**config.mk**
```make
export PLATFORM = sky130hd
export DESIGN_NAME = coeff_bank_loader
export DESIGN_NICKNAME = d
export VERILOG_FILES = /design/src/rtl/coeff_bank_loader.sv
export SDC_FILE = /design/constraint.sdc
export NUM_CORES = 2
export LEC_CHECK = 0
export ABC_CLOCK_PERIOD_IN_PS = 3000
export BUFFER_PORTS_ARGS = -buffer_cell sky130_fd_sc_hd__buf_2
export CAP_MARGIN = 20
export CORE_AREA = 2 2 589 591
export DETAILED_ROUTE_END_ITERATION = 8
export DIE_AREA = 0 0 591 593
export GPL_TIMING_DRIVEN = 0
export PLACE_DENSITY = 0.55
export SLEW_MARGIN = 20
export SYNTH_ARGS = -nofsm -noshare
export SYNTH_HDL_FRONTEND = slang
export SYNTH_SLANG_ARGS = --single-unit
```
**constraint.sdc**
```tcl
create_clock -name clk -period 3 [get_ports clk]
set_clock_uncertainty 0.05 [all_clocks]
set_input_delay 0 -clock clk [delete_from_list [all_inputs] [get_ports clk]]
set_output_delay 0 -clock clk [all_outputs]
set_load 0.02 [all_outputs]
```
**src/rtl/coeff_bank_loader.sv**
```systemverilog
// Shadow/active coefficient bank for the sectioned ADC linearisation polynomial.
// The host fills the shadow bank word by word, and a commit swaps it in atomically at a sample gap.
// The block also classifies each incoming sample into one of the four polynomial sections.
module coeff_bank_loader #(
    parameter int NUM_SECTIONS = 4,
    parameter int NUM_COEFFS   = 11,
    parameter int COEFF_W      = 32,
    parameter int SAMPLE_W     = 16,
    parameter int MAX_WAIT     = 64
) (
    input  logic                                      clk,
    input  logic                                      rst_n,
    input  logic                                      wr_valid,
    output logic                                      wr_ready,
    input  logic [1:0]                                wr_section,
    input  logic [3:0]                                wr_index,
    input  logic [COEFF_W-1:0]                        wr_data,
    input  logic                                      commit_req,
    output logic                                      commit_done,
    output logic                                      commit_err,
    output logic                                      addr_err,
    output logic                                      busy,
    input  logic                                      sample_valid,
    input  logic [SAMPLE_W-1:0]                       sample,
    input  logic [SAMPLE_W-1:0]                       section_limit,
    output logic [1:0]                                adc_section,
    output logic                                      section_valid,
    output logic [NUM_SECTIONS*NUM_COEFFS*COEFF_W-1:0] coeff_bank_o
);
    localparam int         TOTAL = NUM_SECTIONS * NUM_COEFFS;
    localparam int         CNT_W = $clog2(MAX_WAIT + 1);
    localparam logic [3:0] NC    = 4'(NUM_COEFFS);

    typedef enum logic {LOAD, PEND} state_t;

    state_t                                           state_q, state_d;
    logic [NUM_SECTIONS-1:0][NUM_COEFFS-1:0][COEFF_W-1:0] shadow_q, active_q;
    logic [TOTAL-1:0]                                 mask_q, wr_bit;
    logic [CNT_W-1:0]                                 wait_q;
    logic                                             wr_fire, idx_ok, mask_full;
    logic                                             swap, commit_bad;

    assign wr_fire      = wr_valid && wr_ready;
    assign idx_ok       = wr_index < NC;
    assign coeff_bank_o = active_q;

    // One-hot position of the word being written this cycle.
    always_comb begin
        wr_bit = '0;
        for (int s = 0; s < NUM_SECTIONS; s++)
            for (int k = 0; k < NUM_COEFFS; k++)
                if (wr_fire && idx_ok && wr_section == 2'(s) && wr_index == 4'(k))
                    wr_bit[s*NUM_COEFFS+k] = 1'b1;
    end

    // A write in the same cycle as commit_req counts toward completeness.
    assign mask_full = &(mask_q | wr_bit);

    always_comb begin
        state_d    = state_q;
        wr_ready   = 1'b0;
        busy       = 1'b0;
        swap       = 1'b0;
        commit_bad = 1'b0;
        case (state_q)
            LOAD: begin
                wr_ready = 1'b1;
                if (commit_req) begin
                    if (mask_full) state_d = PEND;
                    else           commit_bad = 1'b1;
                end
            end
            PEND: begin
                busy = 1'b1;
                if (!sample_valid || wait_q == CNT_W'(MAX_WAIT - 1)) begin
                    swap    = 1'b1;
                    state_d = LOAD;
                end
            end
            default: state_d = LOAD;
        endcase
    end

    always_ff @(posedge clk) begin
        if (!rst_n) begin
            state_q     <= LOAD;
            shadow_q    <= '0;
            active_q    <= '0;
            mask_q      <= '0;
            wait_q      <= '0;
            commit_done <= 1'b0;
            commit_err  <= 1'b0;
            addr_err    <= 1'b0;
        end else begin
            state_q     <= state_d;
            wait_q      <= (state_q == PEND) ? wait_q + 1'b1 : '0;
            commit_done <= swap;
            commit_err  <= commit_bad;
            if (swap) begin
                active_q <= shadow_q;
                mask_q   <= '0;
                addr_err <= 1'b0;
            end else begin
                mask_q <= mask_q | wr_bit;
                if (wr_fire && !idx_ok) addr_err <= 1'b1;
            end
            for (int s = 0; s < NUM_SECTIONS; s++)
                for (int k = 0; k < NUM_COEFFS; k++)
                    if (wr_bit[s*NUM_COEFFS+k]) shadow_q[s][k] <= wr_data;
        end
    end

    // |sample| needs one extra bit so that the most negative code stays positive.
    logic [SAMPLE_W:0] mag;
    logic              pos, gt;

    assign mag = sample[SAMPLE_W-1] ? -{sample[SAMPLE_W-1], sample} : {1'b0, sample};
    assign pos = !sample[SAMPLE_W-1] && (|sample);
    assign gt  = mag > {1'b0, section_limit};

    always_ff @(posedge clk) begin
        if (!rst_n) begin
            adc_section   <= '0;
            section_valid <= 1'b0;
        end else begin
            section_valid <= sample_valid;
            if (sample_valid) adc_section <= {pos, pos ~^ gt};
        end
    end
endmodule

```
# Word level (Yosys, flattened, before mapping)
# Index checks and enable logic that the tools add are counted.
# classes
add_sub_neg,2
order_cmp,2
n_eq_ne,14
n_mux,54
bitwise,5
n_reduce_logical,63
# op_table
op,n
$logic_and A1 B1 Y1,52
$mux W1,52
$or A44 B44 Y44,1
$reduce_and A44 Y1,1
$gt A17 B16 Y1,1
$mux W17,1
$neg A17 Y17,1
$eq A4 B3 Y1 const B,4
$reduce_or A16 Y1,1
$eq A4 B4 Y1 const B,3
$eq A4 B2 Y1 const B,2
$add A7 B1 Y7 const B,1
$eq A7 B6 Y1 const B,1
$eq A2 B2 Y1 const B,2
$eq A4 B1 Y1 const B,1
$logic_not A4 Y1,1
$lt A4 B4 Y1 const B,1
$logic_not A1 Y1,3
$not A1 Y1,3
$reduce_or A3 Y1,1
$eq A2 B1 Y1 const B,1
$logic_not A2 Y1,1
$pmux W1 S2,1
$reduce_and A2 Y1,1
other kinds (3),3
# word_totals
reg_bits,2874
in_bits,75
output_inout_bits,1416
wordCells,236

# Longest topological paths before layout
# logic_depth
depth_word,11
mapped_depth,13
mapped_depth_nobuf,13

# Worst setup path after synthesis
# OpenSTA, ideal clock, no wires.
# synth_timing
path_type,input -> register
start,input port sample[2]
end,register adc_section[0]
setup_ps,79
arrival_ps,2499
required_ps,2871
path_slack_ps,372
cell_stages,12
path_buffers,0
path_cell_list,nor3_1 -> nand3_1 -> or3_1 -> or2_2 -> o31ai_1 -> xnor2_1 -> ha_1 -> nand4_1 -> nor2_1 -> mux2_2 -> a211o_1 -> o211ai_1
# synth_between
elab_chain_len,4
word_cells_on_any_way,6
classes_between,add/sub (1); order compare (1); mux (1); bitwise (1); reduce/logical (2)
# synth_rtl
element,line,text
from (decl),24,"input logic [SAMPLE_W-1:0] sample,"
$neg A17 Y17,117,"assign mag = sample[SAMPLE_W-1] ? -{sample[SAMPLE_W-1], sample} : {1'b0, sample};"
$mux W17,117,
$gt A17 B16 Y1,119,"assign gt = mag > {1'b0, section_limit};"
$xnor A1 B1 Y1 *,127,"if (sample_valid) adc_section <= {pos, pos ~^ gt};"
to (signal assigned),127,
to (decl),26,"output logic [1:0] adc_section,"
# Mark *: on every way between the ends. The rest lies on a longest branch, timed or not.
# A chain may end at the register's enable or synchronous reset.

# Final worst setup path
# layout_timing
start,register state_q
end,register state_q
# layout_between
elab_chain_len,11
word_cells_on_any_way,101
classes_between,mux (48); bitwise (2); reduce/logical (51)
# layout_rtl
element,line,text
from (decl),36,"state_t state_q, state_d;"
from (signal assigned),95,state_q <= state_d;
$mux W1,65,case (state_q)
$logic_and A1 B1 Y1,43,assign wr_fire = wr_valid && wr_ready;
$logic_and A1 B1 Y1 (3 in series),52,if (wr_fire && idx_ok && wr_section == 2'(s) && wr_index == 4'(k))
$mux W1,52,
$or A44 B44 Y44,57,assign mask_full = &(mask_q | wr_bit);
$reduce_and A44 Y1,57,
$mux W1,69,if (mask_full) state_d = PEND;
$mux W1,68,if (commit_req) begin
$pmux W1 S2 *,65,
# Marked as above.

==> flow_summary.ini <==
[status]
status = complete, no violations

[setup_path]
endpoint_kind = register
reg2reg_slack_ps = 80
crit_path_start_kind = register
reg2reg_to = state_q
rr_worst_depth = 7
arrival_ps = 3760
r2r_start = state_q
criticalPathCategory = reg2reg
cp_data_required_time_ps = 3840
crit_fanout = 6

[sta]
min_period_ps = 2920
finalSetupViolCount = 0
fin_crit_sh_pct = 97.33
worst_pin_slew_ps = 1259
hold_viol_final = 0
slew_headroom_pct = 16.07
fmax_ghz = 0.3425
rsz0062_at_grt = yes
setup-tns-final_ps = 0
timing.hold.ws_ps = 42.89
drv_slew = 0

[synthesis]
synthFlopType = dfxtp_1
synthArstFlopShare_pct = 0
synth-compound-area-share_pct = 24.00
synthMuxAreaShare_pct = 0.05552
syn_inst = 9838
synthSimpleGateAreaFrac_pct = 12.34
syn-mean-instance-area_sq_um = 9.850
synth-seq-area-share_pct = 59.37
synth-adder-area-share_pct = 0.2324
synth_edf_count = 0
yosys_warnings = 0
synth-seq-cells = 2874
syn-cell-area_sq_mm = 0.09690
synth_cell_types = 54
synth_xor_xnor_area_share_pct = 0.1446
synth_nets = 9931
synth_top_family_by_area = compound AO/OA/AOI/OAI gates

[clock_tree]
cts_buffer_depth = 4
cts_tree = built
clk_latency_ps = 950
clk_pin_slew_ps = 60
numCtsBuffers = 320
root_buffer = clkbuf_16
clock-sinks = 2874
htree_num_levels = 5

[cells_and_area]
n_fill_cell = 35299
area_delta_synth_final_pct = 26.71
final_cell_mix = dfxtp_1 (2,874), nand2_1 (2,868), buf_2 (1,490)
fin_cells = 16577
drive_gt1_share_pct = 19.18
final_nets = 11802
final_common_cell = dfxtp_1

[floorplanning]
rows = 216
initial_utilization_pct = 28.12
die_w_microns = 591
fp.dieH_microns = 593
fp.coreArea_sq_mm = 0.3446
io_pins = 1491
fp.dieArea_sq_mm = 0.3505

[grt]
grt_pass1_vias = 76088
grt_start_max_net_pins = 15
grt_pass1_wl_microns = 656400
grt_overflow = 0
use_met1_pct = 32.86
grt_antenna_before_repair = 75
busiest_layer = met2
use_met3_pct = 8.416
grtUsageTotal_pct = 27.13
grt_use_met2_pct = 42.44

[worst_hold_path]
hold_path_end = mask_q[3]
hold_class = in2reg
hp-start = wr_index[1]
whs_path_depth = 5

[place]
io_buffer_count = 1457
place_congestion = 0.8980
placedCellCount = 15907
dp_hpwl_microns = 376600

[power]
power.density_mw_per_mm2 = 669.9
p_sw_mw = 19.84
leakagePower_nw = 48.23
switching_share_pct = 24.13
seqPwrFrac_pct = 46.6
comb_power_share_pct = 3.8
clock_power_share_pct = 49.6
p_int_mw = 62.41
peakVddDrop_mv = 0.4828

[route]
wl_microns = 498900
drt-vias-per-instance = 4.958
drc = 0
wire_per_inst_microns = 30.10
first_iter_violations = 7621
firstDrtPassIters = 6
detail-route-antenna-nets = 0
vias = 82196

[flow_run]
cap_violations = 0
-- power groups by stage --
stage | clock (mW) | sequential (mW) | combinational (mW)
4_1_cts | 41.2 | 38.3 | 3.13
3_5_place_dp | 0 | 39.1 | 3.02
5_1_grt | 42.7 | 38.3 | 3.23
2_1_floorplan | 0 | 39.1 | 1.20
6_report | 40.8 | 38.3 | 3.16
3_3_place_gp | 0 | 39.1 | 2.91
-- layer usage --
layer	up-vias	wire, microns
li1	37522	-
met1	40122	197400
met2	3644	220200
met3	890	49560
met4	18	31620
met5	-	116
-- timing repair --
action                     in CTS  in global routing
pin swaps                       2                  0
hold buffers                   74                  0
hold endpoints to repair      343                  0
resized for setup              84                 98
setup endpoints to repair    1715                571
buffers inserted                3                  0
-- critical path: stages (launching register included) --
cell	delay [ps]
dfxtp_1	390
and4bb_2	420
dlygate4sd3_1	630
a41oi_1	160
a2111oi_1	460
nand4_1	210
nor4_1	360
a22o_1	170
-- cell families after synthesis --
kind of cell / Yosys count
and+or+nand+nor: 3077
muxes: 5
adders and majority gates: 18
DFF: 2874
buffers and inverters: 977
AOI/OAI and AO/OA: 2871
xor gates and xnor gates: 16
-- flip-flops by register name, summed over array words and instances, names as in the netlist --
signal         flops
adc_section        2
addr_err           1
coeff_bank_o    1408
commit_done        1
commit_err         1
mask_q            44
section_valid      1
shadow_q        1408
state_q            1
wait_q             7
-- cell usage after synthesis, drive strengths merged, types with 3 or more instances --
cell | instances | share of area [%]
a21boi | 1409 | 11
a21oi | 18 | 0.093
a22o | 1409 | 13
and2 | 28 | 0.18
and3 | 8 | 0.052
and4 | 4 | 0.036
and4bb | 6 | 0.077
buf | 59 | 0.29
clkbuf | 899 | 3.5
dfxtp | 2874 | 59
ha | 18 | 0.23
inv | 19 | 0.074
mux2 | 3 | 0.035
nand2 | 2868 | 11
nand2b | 5 | 0.032
nand3 | 18 | 0.093
nand4 | 8 | 0.052
nor2 | 92 | 0.36
nor2b | 7 | 0.045
nor3 | 7 | 0.036
nor4 | 3 | 0.041
nor4b | 3 | 0.074
o211ai | 3 | 0.023
o21ai | 7 | 0.036
o22ai | 4 | 0.026
o31ai | 6 | 0.046
or3 | 4 | 0.026
or4 | 8 | 0.062
xnor2 | 14 | 0.13
-- how the worst max path moves through the flow --
stage                         start            endpoint  cells past startpoint
after floorplan           sample[2]      adc_section[0]                     12
final                       state_q             state_q                      7
after global placement    wait_q[0]  coeff_bank_o[1382]                      8
after global routing      wait_q[0]  coeff_bank_o[1324]                     10
after CTS                 wait_q[0]   coeff_bank_o[735]                      9
after detailed placement  wait_q[0]   coeff_bank_o[989]                      9
-- metrics by stage --
stage / area, sq um / setup slack (ps) / power (mW) / utilization, %
after global routing: 122700 / -34.31 / 84.21 / 35.60
after detailed placement: 110900 / -964.8 / 42.16 / 32.19
after CTS: 122600 / 0.5445 / 82.67 / 35.58
after floorplan: 96900 / 372.1 / 40.33 / -
after global placement: 109900 / -5186 / 42.05 / 31.90
final: 122800 / 79.98 / 82.25 / 35.63
-- final cells by class --
type	instances	area (sq um)	area share, %
plain buffers	939	4030	3.282
well taps	4578	5728	4.665
diodes	48	120.1	0.09783
clock inverters	109	1521	1.239
multi-input cells	5987	35740	29.11
inverters	19	71.32	0.05808
flip-flops and latches	2874	57540	46.86
repair buffers	1568	8771	7.143
clock buffers	455	9269	7.549
(Power assumes the default switching activity.)
